===== src/rtl/hw_rsp_collect.sv =====
// hw_rsp_collect: collects two-beat Avalon-ST sensor responses (status beat,
// sample beat), validates them against the outstanding command, stores good
// samples into per-channel result slots and reports completion to the
// command side. Results, error count and valid bits are readable through a
// simple registered read port.
module hw_rsp_collect #(
  parameter int P_NO_CH_VOLT = 9,
  parameter int P_NO_CH_TEMP = 5,
  parameter int P_TIMEOUT    = 4096
) (
  input  logic                    clk,
  input  logic                    reset,
  input  logic                    rsp_valid_i,
  input  logic [31:0]             rsp_data_i,
  input  logic                    rsp_sop_i,
  input  logic                    rsp_eop_i,
  output logic                    rsp_ready_o,
  input  logic                    is_volt_i,
  input  logic                    is_temp_i,
  input  logic [P_NO_CH_VOLT-1:0] volt_ch_i,
  input  logic [3:0]              temp_ch_i,
  output logic                    done_o,
  output logic                    good_o,
  input  logic                    rd_en_i,
  input  logic [4:0]              rd_addr_i,
  output logic [31:0]             rd_data_o
);

  // Slot layout: voltage slots first, then temperature slots; the error
  // counter and the valid-bit vector follow directly after the slots.
  localparam int NSLOT = P_NO_CH_VOLT + P_NO_CH_TEMP;
  localparam int IW    = $clog2(NSLOT);
  localparam int TW    = $clog2(P_TIMEOUT);
  localparam int A_ERR = NSLOT;
  localparam int A_VLD = NSLOT + 1;

  typedef enum logic [1:0] {
    S_IDLE   = 2'd0,
    S_DATA   = 2'd1,
    S_COMMIT = 2'd2
  } state_e;

  state_e            state_q;
  logic              ready_q;
  logic              done_q;
  logic              good_q;
  logic [TW-1:0]     timer_q;
  logic [3:0]        status_q;
  logic [31:0]       sample_q;
  logic              len_err_q;
  logic              to_err_q;
  logic [15:0]       err_cnt_q;
  logic [15:0]       err_cnt_d;
  logic [31:0]       slots_q [NSLOT];
  logic [NSLOT-1:0]  valid_q;
  logic [31:0]       rd_data_q;

  logic              accept_s;
  logic              chan_ok_s;
  logic [IW-1:0]     slot_s;
  logic              good_s;
  logic              err_inc_s;

  // True when exactly one bit of the voltage channel select is set.
  function automatic logic is_onehot(input logic [P_NO_CH_VOLT-1:0] v);
    return (v != '0) && ((v & (v - P_NO_CH_VOLT'(1))) == '0);
  endfunction

  // Slot index of the (assumed one-hot) voltage channel select.
  function automatic logic [IW-1:0] onehot_idx(input logic [P_NO_CH_VOLT-1:0] v);
    logic [IW-1:0] idx;
    idx = '0;
    for (int i = 0; i < P_NO_CH_VOLT; i++) begin
      if (v[i]) idx = IW'(i);
      else      idx = idx;
    end
    return idx;
  endfunction

  assign accept_s    = rsp_valid_i && ready_q;
  assign rsp_ready_o = ready_q;
  assign done_o      = done_q;
  assign good_o      = good_q;
  assign rd_data_o   = rd_data_q;

  // Command-side qualification, evaluated with the command inputs as they
  // stand in the COMMIT cycle.
  always_comb begin
    chan_ok_s = 1'b0;
    slot_s    = '0;
    good_s    = 1'b0;
    if (is_volt_i && !is_temp_i) begin
      chan_ok_s = is_onehot(volt_ch_i);
      slot_s    = onehot_idx(volt_ch_i);
    end else if (is_temp_i && !is_volt_i) begin
      chan_ok_s = (int'(temp_ch_i) < P_NO_CH_TEMP);
      slot_s    = IW'(P_NO_CH_VOLT) + IW'(temp_ch_i);
    end else begin
      chan_ok_s = 1'b0;
      slot_s    = '0;
    end
    good_s = chan_ok_s && (status_q == 4'd0) && !len_err_q && !to_err_q;
  end

  // Error events: stray beats in IDLE and every rejected response.
  always_comb begin
    err_inc_s = 1'b0;
    err_cnt_d = err_cnt_q;
    if (state_q == S_IDLE) begin
      err_inc_s = accept_s && !rsp_sop_i;
    end else if (state_q == S_COMMIT) begin
      err_inc_s = !good_s;
    end else begin
      err_inc_s = 1'b0;
    end
    if (err_inc_s && (err_cnt_q != 16'hFFFF)) begin
      err_cnt_d = err_cnt_q + 16'd1;
    end else begin
      err_cnt_d = err_cnt_q;
    end
  end

  // Response FSM with its registered handshake/report outputs.
  always_ff @(posedge clk) begin
    if (reset) begin
      state_q   <= S_IDLE;
      ready_q   <= 1'b1;
      done_q    <= 1'b0;
      good_q    <= 1'b0;
      timer_q   <= '0;
      status_q  <= 4'd0;
      sample_q  <= 32'd0;
      len_err_q <= 1'b0;
      to_err_q  <= 1'b0;
    end else begin
      done_q <= 1'b0;
      case (state_q)
        S_IDLE: begin
          if (accept_s && rsp_sop_i && !rsp_eop_i) begin
            status_q  <= rsp_data_i[3:0];
            timer_q   <= '0;
            good_q    <= 1'b0;
            len_err_q <= 1'b0;
            to_err_q  <= 1'b0;
            state_q   <= S_DATA;
          end else if (accept_s && rsp_sop_i && rsp_eop_i) begin
            // Single-beat packet carries no sample: reject as length error.
            len_err_q <= 1'b1;
            to_err_q  <= 1'b0;
            state_q   <= S_COMMIT;
            ready_q   <= 1'b0;
          end
        end
        S_DATA: begin
          if (accept_s) begin
            if (rsp_eop_i && !rsp_sop_i) begin
              sample_q <= rsp_data_i;
            end else begin
              // Restart or over-length beat: consumed, packet rejected.
              len_err_q <= 1'b1;
            end
            state_q <= S_COMMIT;
            ready_q <= 1'b0;
          end else if (timer_q == TW'(P_TIMEOUT - 1)) begin
            to_err_q <= 1'b1;
            state_q  <= S_COMMIT;
            ready_q  <= 1'b0;
          end else begin
            timer_q <= timer_q + TW'(1);
          end
        end
        S_COMMIT: begin
          done_q  <= 1'b1;
          good_q  <= good_s;
          state_q <= S_IDLE;
          ready_q <= 1'b1;
        end
        default: begin
          state_q <= S_IDLE;
          ready_q <= 1'b1;
        end
      endcase
    end
  end

  // Saturating error counter.
  always_ff @(posedge clk) begin
    if (reset) begin
      err_cnt_q <= 16'd0;
    end else begin
      err_cnt_q <= err_cnt_d;
    end
  end

  // Result slots and valid bits, written only by a good COMMIT.
  always_ff @(posedge clk) begin
    if (reset) begin
      for (int i = 0; i < NSLOT; i++) begin
        slots_q[i] <= 32'd0;
      end
      valid_q <= '0;
    end else if ((state_q == S_COMMIT) && good_s) begin
      slots_q[slot_s] <= sample_q;
      valid_q[slot_s] <= 1'b1;
    end
  end

  // Registered read port; reads the pre-write slot contents on a collision
  // and holds the last value when no read is requested.
  always_ff @(posedge clk) begin
    if (reset) begin
      rd_data_q <= 32'd0;
    end else if (rd_en_i) begin
      if (int'(rd_addr_i) < NSLOT) begin
        rd_data_q <= slots_q[rd_addr_i[IW-1:0]];
      end else if (int'(rd_addr_i) == A_ERR) begin
        rd_data_q <= {16'd0, err_cnt_q};
      end else if (int'(rd_addr_i) == A_VLD) begin
        rd_data_q <= 32'(valid_q);
      end else begin
        rd_data_q <= 32'd0;
      end
    end
  end

endmodule


===== config.mk =====
export PLATFORM = sky130hd
export DESIGN_NAME = hw_rsp_collect
export DESIGN_NICKNAME = d
export VERILOG_FILES = /design/src/rtl/hw_rsp_collect.sv
export SDC_FILE = /design/constraint.sdc
export NUM_CORES = 1
export LEC_CHECK = 0
export CAP_MARGIN = 10
export CORE_MARGIN = 2
export CORE_UTILIZATION = 50
export CTS_CLUSTER_DIAMETER = 40
export DETAILED_ROUTE_END_ITERATION = 10
export GPL_TIMING_DRIVEN = 0
export MAX_ROUTING_LAYER = met4
export PLACE_DENSITY = 0.69
export REMOVE_ABC_BUFFERS = 1
export SYNTH_ARGS = -nofsm -noshare
export SYNTH_HDL_FRONTEND = slang
export SYNTH_SLANG_ARGS = --single-unit

===== constraint.sdc =====
create_clock -name clk -period 9.07 [get_ports clk]
set_input_delay 1.3605 -clock clk [delete_from_list [all_inputs] [get_ports clk]]
set_output_delay 1.3605 -clock clk [all_outputs]
set_load 0.03 [all_outputs]

==> summary.md <==
| Metric | Value |
|---|---|
| Area grow syn2layout | 17.9% |
| Mapped Area | 27,300 µm² |
| Pwr/cell area | 209 nW/µm² |
| Tmin final | 5.41 ns |
| Peak VDD IR | 144 µV |
| PostCTS Resize Cnt | 0 |
| Fillers | between 4,000 and 5,000 |
| Hold-fix buffers, CTS | 0 |
| P_int | around 5.2 mW |
| Layout cells sized above 1 | 0.208 |
| First-pass GRT wire length | 104,000 µm |
| Max Cap Violations | 0 |
| Clk network pwr share | 0.478 |
| Number of flops mapped to enable cells by yosys | 494 |
| CTS root buffer | clkbuf_16 |
| Grt ovf | 0 |
| Critical Path Sink Type | flop |
| Synth area leaders | edfxtp_1 (54%), mux4_2 (12%), and2_1 (9.8%) |
| CTS tree | yes |
| Least-Margin Pin Slew | around 1.3 ns |
| Startpoint Class | input port |
| Post-CTS setup buffers | 0 |
| Sequential-to-total area share from yosys stat | 0.630 |
| Sw frac | 0.223 |
| Port bufs | 92 |
| CP arrival | 5.62 ns |
| Placed cells | 2,605 |
| Final Wtd Congestion | 0.816 |
| Synth warn | 0 |
| Final period utilization | 0.596 |
| Vias post-DR | 16,311 |
| Synth Register Bits | 611 |
| Drt via density | 5.92 |
| CTS clk-pin slew, worst paths | 0.06 ns |
| Crit path max fanout | 32 |
| Non-Filler Instances | 2,753 |
| Setup Viol. Count Final | 0 |
| Leakage power total | around 11 nW |
| Site row count | 85 |
| Hpwl dp | 41,400 µm |
| Ant. Diodes | 0 |
| 1st-iter DRT viols | 1,424 |
| Final WL | 69,600 µm |
| Sequential power share | 0.464 |
| Net Switching | 1.50 mW |
| Hold crit path type | flop to flop |
| Most used DFF post-synth | edfxtp_1 |
| Cell accounting for the most synthesized area | edfxtp_1 |
| Chip Height | 238 µm |
| Hold Vio Cnt, Final | 0 |
| Tot Pwr | 6.72 mW |
| Total Routing Usage GR | 0.259 |
| Clock Path Buffers | 3 |
| Die ar. | 56,500 µm² |
| Worst slew margin | 0.137 |
| Status | completed |
| DRT Pass-1 Iters | 6 |
| DRC viols | 0 |
| Required time worst endpoint | 9.29 ns |
| Cell count after synthesis | 1,916 |
| Core ar. | about 54,000 µm² |
| Ys async rst share | 0 |
| Combinational fraction of design power | 0.057 |
| Layout net count | roughly 2,100 |
| Final ANT Viol Nets | 0 |
| FMAX | about 0.18 GHz |
| Crit-path cells | clkdlybuf4s50_1, or4_1, o21ai_1, a21boi_4, nor4_4, buf_6, or2_2 |
| Pins Over Slew Limit | 0 |
| H-tree depth | 3 |
| Initial antenna violation count | 0 |
| I/O pins | slightly above 90 |
| Unique masters post-synth | 65 |
| CP max-delay cell | nor4_4 |
| Setup Skew | 0.0318 ns |
| Die Span X | ~240 µm |
| Skew-Pair Late Insertion Delay | between 0.6 and 0.7 ns |
| CP Class | input port to flop |
| Pin count of the biggest net entering global routing | 82 |
| Slowest Stage Delay on Critical Path | 0.92 ns |
| Syn avg cell area | 14.2 µm² |
| TritonCTS Buffers | 79 |
| Clock sink count | 611 |
| Drt wl/cell | 25.3 µm |
| Area share of the largest cell type after synthesis | 0.544 |
| Vias in the first global route | around 17,000 |
| Starting Density | 0.506 |
| WP buf/inv | 2 |
| Critical path's top delay family | simple AND/OR/NAND/NOR gates |
| RSZ-0062 raised after global routing | false |
-- through the flow --
stage | hold WS, ns | setup TNS, ns | worst slack, ns | utilization | area [µm²]
final | 0.455 | 0 | 3.66 | 0.597 | 32200
after global routing | 0.478 | 0 | 3.45 | 0.597 | 32200
after CTS | 0.452 | 0 | 3.73 | 0.597 | 32200
after detailed placement | 0.439 | 0 | 3.07 | 0.546 | 29400
after global placement | 0.428 | -818.08 | -3.08 | 0.528 | 28500
after floorplan | 0.421 | 0 | 3.78 | - | 26700
-- cell usage after synthesis, drive strengths merged (3+ instances only) --
cell type and n:
ha 4, buf 29, o211ai 7, a2111oi 7
a21o 14, o21ai 36, and3 8, clkbuf 119
nand2 93, nand4 7, a31oi 3, a21oi 83
and4 3, mux2i 22, nand3b 5, xor2 12
or4 6, and2 452, mux4 142, inv 12
nand3 27, edfxtp 494, nor2b 30, nor3 15
xnor2 3, mux2 24, nor4 8, nand2b 12
or2 16, dfxtp 117, o31ai 3, nor2 70
o22ai 9
-- power groups by stage --
stage | clock, mW | sequential, mW | combinational, mW
6_report | 3.22 | 3.12 | 0.384
5_1_grt | 3.36 | 3.13 | 0.406
4_1_cts | 3.25 | 3.12 | 0.386
3_5_place_dp | 0 | 3.18 | 0.385
3_3_place_gp | 0 | 3.18 | 0.416
2_1_floorplan | 0 | 3.18 | 0.187
-- final timing paths --
| check | start | to | slack (ns) | cells past startpoint |
|---|---|---|---|---|
| worst max-delay path | volt_ch_i[7] | slots_q[4][12] | 3.66 | 7 |
| worst min-delay path | valid_q[11] | valid_q[11] | 0.45 | 1 |
| worst max register to register | to_err_q | slots_q[2][16] | 4.73 | 7 |
| worst min register to register | valid_q[11] | valid_q[11] | 0.45 | 1 |
-- layout make-up --
type,instances,area (µm²),area share
inverters,12,47.5,0.00148
repair buffers,142,1790,0.0555
well taps,696,871,0.0271
multi-input cells,1145,9550,0.297
clock buffers,91,2080,0.0647
flip-flops and latches,611,17200,0.534
clock inverters,56,664,0.0206
-- cells by family after synthesis --
kind of cell	Yosys count	share of synthesized area
simple gates	757	0.164
compound gates	181	0.0408
flops	611	0.630
fa+ha+maj	4	0.00183
mux	188	0.135
buf+inv	160	0.0239
xor+xnor	15	0.00482
-- worst reg2reg max path: cells and delay by family (launching register included) --
kind            cells  cell delay, ns
buf+inv             1            0.28
flops               1            0.33
simple gates        4            2.25
compound gates      2            1.04
-- registers in the layout, summed over array words and instances (netlist names), 2 cells and up --
| name | flops |
|---|---|
| state_q | 2 |
| sample_q | 32 |
| timer_q | 12 |
| slots_q | 494 |
| rd_data_o | 32 |
| valid_q | 14 |
| status_q | 4 |
| err_cnt_q | 16 |
-- cell usage in the layout (no fill, tap or decap), types with 26 or more instances in the layout --
cell / count
edfxtp_1: 494
and2_1: 429
mux4_2: 142
dfxtp_1: 117
nand2_1: 93
clkdlybuf4s50_1: 87
a21oi_1: 83
clkbuf_16: 80
nor2_1: 67
o21ai_0: 31
nor2b_1: 30
nand3_1: 26
-- layer usage --
| metal | vias up | global-route usage | part of all wire |
|---|---|---|---|
| met5 | - | - | 0 |
| met1 | 8304 | 0.325 | 0.39 |
| met4 | 0 | 0.0913 | 0.027 |
| li1 | 7199 | - | - |
| met3 | 132 | 0.0382 | 0.072 |
| met2 | 676 | 0.433 | 0.51 |
Note: power is estimated with default switching activity, not from simulation.
==> patch 1: new RTL, same flow settings <==
`P_TIMEOUT`: 4096 -> 2048.
--- a/src/rtl/hw_rsp_collect.sv
+++ b/src/rtl/hw_rsp_collect.sv
@@ -7,5 +7,5 @@
   parameter int P_NO_CH_VOLT = 9,
   parameter int P_NO_CH_TEMP = 5,
-  parameter int P_TIMEOUT    = 4096
+  parameter int P_TIMEOUT    = 2048
 ) (
   input  logic                    clk,
Function: no difference found for any inputs over 4 cycles, from zero or initial values and one cycle with reset high; that may be too few to reach the edited logic, so the function may still have changed.
==> patch 1 against the unedited design <==
Register-to-register slack better by 400 ps. Combinational power up 6.8%. Total power down 2.9%. Sequential cell count down 9. Largest cell class unchanged. Routed wire length up 2.0%. Setup slack better by 66 ps. Cell area down 3.0%. Area after synthesis down 4.7%. Cell count about the same. Synthesized cell count down 0.21%. First-iteration DRC count up 29%. Count of clock-buffer cells in the layout up 2.
==> patch 1: results (changes against the unedited design) <==
hold_ws 453.7 ps (-0.9650 ps); share of post-route cells with drive strength above 1 17.44% (-3.4 points); Synth area leaders edfxtp_1, mux4_2, dfxtp_1, nor2_1, and2_1; GR Layer Usage met2 46.63% (+3.4 points); crit path max fanout 19 (-41%); Avg Inst Size Synth 13.60 µm² (-4.5%); status finished clean; met1 usage 34.07% (+1.6 points); CP max stage delay 730 ps (-190 ps); nets 2068 (+0.73%); dpl hpwl 42240 µm (+2.1%); Yosys cell types 66 (+1.5%); top cells by count, synth edfxtp_1, nor2_1, and2_1; Slowest cell on crit path nor3_4; Hold Path End valid_q[6]$_SDFFE_PP0P_; reg-to-reg endpoint slots_q[9][0]$_SDFFCE_PN0P_; Crit path arrival time 5640 ps (+20 ps); initial antenna violation count 2 (+2); Clock Skews 19.25 ps (-12.57 ps); met3 Use GR 3.954% (+0.13 points); first-pass GRT wire length 105600 µm (+1.4%); Reg2Reg Depth 9 (+2); initial drt markers 1842 (+29%); hold_sp valid_q[6]$_SDFFE_PP0P_; Max IR drop VDD 0.1575 mV (+9.4%); total number of vias 16750 (+2.7%); TritonCTS buffer count 77 (-2.5%); Global Route Usage Sum 27.78% (+1.9 points); vias in the first global route 17064 (+2.5%); post-CTS setup buffer count 0 (unchanged); DRT Pass-1 Iters 5 (-1); R2R Setup Slk 5130 ps (+400 ps); reg2reg start status_q[3]$_SDFFE_PP0P_; Layout Cells excl Fill 2751 (-0.073%); final WL 70920 µm (+2.0%); number of flops mapped to enable cells by yosys 486 (-1.6%); gp weighted congestion 0.7981 (-2.2%); yosys warns 0 (unchanged); DP Worst Slack 2869 ps (-201.2 ps); Slew HR 26.54% (+13 points); leakage power 10.53 nW (-8.1%)
-- patch 1: layout make-up --
cell class / instances / area [µm²]
inverters: 13 / 48.80
flip-flops and latches: 602 / 16920
fillers: 3803 / 20190
clock buffers: 93 / 2058
repair buffers: 144 / 2057
clock inverters: 50 / 533.0
diodes: 1 / 2.502
well taps: 680 / 850.8
multi-input cells: 1168 / 8750
-- patch 1: logic make-up (layout without fill, tap and decap cells) --
family | after synthesis | after routing | synth area share [%]
xor+xnor | 12 | 12 | 0.4041
mux | 169 | 169 | 12.96
other cells | 0 | 1 | 0
buf+inv | 142 | 300 | 2.271
fa+ha+maj | 5 | 5 | 0.2309
compound gates | 204 | 204 | 4.926
simple gates | 778 | 778 | 14.17
flops | 602 | 602 | 65.04
-- patch 1: how the worst max path moves through the flow --
stage / end / slack (ps) / depth (start not counted) / startpoint
final: slots_q[9][0]$_SDFFCE_PN0P_ / 3730 / 11 / volt_ch_i[2]
after global routing: slots_q[9][20]$_SDFFCE_PN0P_ / 3640 / 11 / volt_ch_i[2]
after CTS: slots_q[9][8]$_SDFFCE_PN0P_ / 3500 / 10 / volt_ch_i[2]
after detailed placement: slots_q[9][1]$_SDFFCE_PN0P_ / 2870 / 10 / volt_ch_i[2]
after global placement: slots_q[10][12]$_SDFFCE_PN0P_ / -8560 / 6 / reset
after floorplan: slots_q[2][0]$_SDFFCE_PN0P_ / 2290 / 7 / temp_ch_i[0]
-- patch 1: report_power, final --
group | switching, mW | total (mW) | internal, mW
registers | 0.0276 | 3.08 | 3.05
clock network | 1.24 | 3.04 | 1.80
logic | 0.233 | 0.410 | 0.178
total | 1.50 | 6.53 | 5.03
-- patch 1: routing by layer --
layer  routed length (µm)  vias up
li1                     -     7246
met1                26270     8458
met2                36290      887
met3                 5974      159
met4                 2394        0
met5                    0        -
==> patch 2: new RTL, config.mk and constraints unchanged <==
Without the edit above. The 3 states of `state_e` get a one-hot encoding in 3 bits.
--- a/src/rtl/hw_rsp_collect.sv
+++ b/src/rtl/hw_rsp_collect.sv
@@ -35,8 +35,8 @@
   localparam int A_VLD = NSLOT + 1;
 
-  typedef enum logic [1:0] {
-    S_IDLE   = 2'd0,
-    S_DATA   = 2'd1,
-    S_COMMIT = 2'd2
+  typedef enum logic [2:0] {
+    S_IDLE   = 3'b001,
+    S_DATA   = 3'b010,
+    S_COMMIT = 3'b100
   } state_e;
 
Check against the original RTL: same outputs for any inputs over 4 cycles, from zero or initial values and one cycle with reset high; so few cycles prove little.
==> patch 2 against the unedited design <==
Sequential cell count fell by 9. Cell area is 0.37% higher. Area after synthesis is 0.96% lower. Hold slack worse by 6.1 ps. Die area shrank 0.94%. First-iteration DRC count is 11% higher. Global-route usage barely moved. Clock skew shrank 9.0 ps. Sequential power decreased by 2%. Setup slack better by 94 ps. Routed wire length decreased by 0.49%. Total power grew 4.8%. Critical endpoint is now slots_q[2][1]$_SDFFCE_PN0P_.
==> patch 2: results (changes against the unedited design) <==
status finished clean; gp weighted congestion 0.7708 (-5.6%); met1 usage 33.66% (+1.2 points); nonclk buf count 138 (-2.8%); fraction of area in multi-input gates 29.44% (-0.24 points); leakage power 11.49 nW (+0.31%); fraction of the mapped netlist area in adder cells 0.1852% (+0.0018 points); initial drt markers 1581 (+11%); multi-input gates 1109 (-3.1%); Compound-Gate Fraction of Synth Area 4.584% (+0.50 points); xor and xnor fraction of the mapped netlist area 0.4537% (-0.028 points); Yosys cell types 73 (+12%); crit path capture slots_q[2][1]$_SDFFCE_PN0P_; mux share of post-synthesis cell area 13.02% (-0.50 points); met3 Use GR 4.500% (+0.68 points); Clock Skews 22.82 ps (-8.997 ps); first-pass GRT wire length 103300 µm (-0.74%); DP Worst Slack 3145 ps (+74.40 ps); clock buffer count 94 (+3.3%); DRT met1 WL 27880 µm (+2.0%); reg-to-reg endpoint slots_q[3][8]$_SDFFCE_PN0P_; Gate Count Post-Synth 1867 (-2.6%); Max IR drop VDD 0.1491 mV (+3.6%); Hold Path End valid_q[8]$_SDFFE_PP0P_; fill count 3929 (-2.7%); non-clk buf share 5.834% (+0.29 points); post-synthesis sequential area ratio 62.52% (-0.43 points); Placed Cells incl. Taps 2547 (-2.2%); layout inverter count without the clock tree 6 (-6); dpl hpwl 41420 µm (+0.13%); Slowest cell on crit path or2_2; Largest register FFs 484 (-2.0%); number of flops mapped to enable cells by yosys 484 (-2.0%); Max Freq 188.3 MHz (+1.8%); htree depth 3 (unchanged); Slew HR 13.74% (about the same); top cells by count, synth edfxtp_1, and2_1, mux4_2; worst setup path startpoint is_temp_i; met2 WL 34370 µm (-2.7%); vias in the first global route 16433 (-1.3%); reg2reg start status_q[3]$_SDFFE_PP0P_; R2R Setup Slk 5080 ps (+350 ps); Layout Cells excl Fill 2709 (-1.6%); hold_ws 448.6 ps (-6.060 ps); DR vias/cell 5.972 (+0.79%); Clock buf/inv share 9.649% (+1.1 points); register area 16900 µm² (-1.6%); utilization after layout 60.26% (+0.58 points); final WL 69210 µm (-0.49%); Yosys reg bits 602 (-1.5%); GR Layer Usage met2 41.81% (-1.5 points); Pwr Density 218.1 nW/µm² (+4.4%); nets 2004 (-2.4%)
[patch 2: cell count changes after synthesis, sizes merged, moves of 10 or more]
| cell | before | now |
|---|---|---|
| nand3 | 27 | 14 |
| buf | 29 | 50 |
| mux2i | 22 | 6 |
| o221ai | 0 | 13 |
| clkbuf | 119 | 100 |
| nand2 | 93 | 81 |
| o21ai | 36 | 18 |
| mux4 | 142 | 130 |
| a32o | 0 | 16 |
| edfxtp | 494 | 484 |
| a21oi | 83 | 61 |
| nor2b | 30 | 18 |
| mux2 | 24 | 47 |
[patch 2: report_power, final]
| part | internal [mW] | switching, mW | leakage [nW] | total, mW |
|---|---|---|---|---|
| Clock | 2.30 | 1.28 | 1.49 | 3.58 |
| Combinational | 0.168 | 0.219 | 4.16 | 0.386 |
| Sequential | 3.05 | 0.0244 | 5.84 | 3.07 |
| Total | 5.52 | 1.53 | 11.5 | 7.04 |
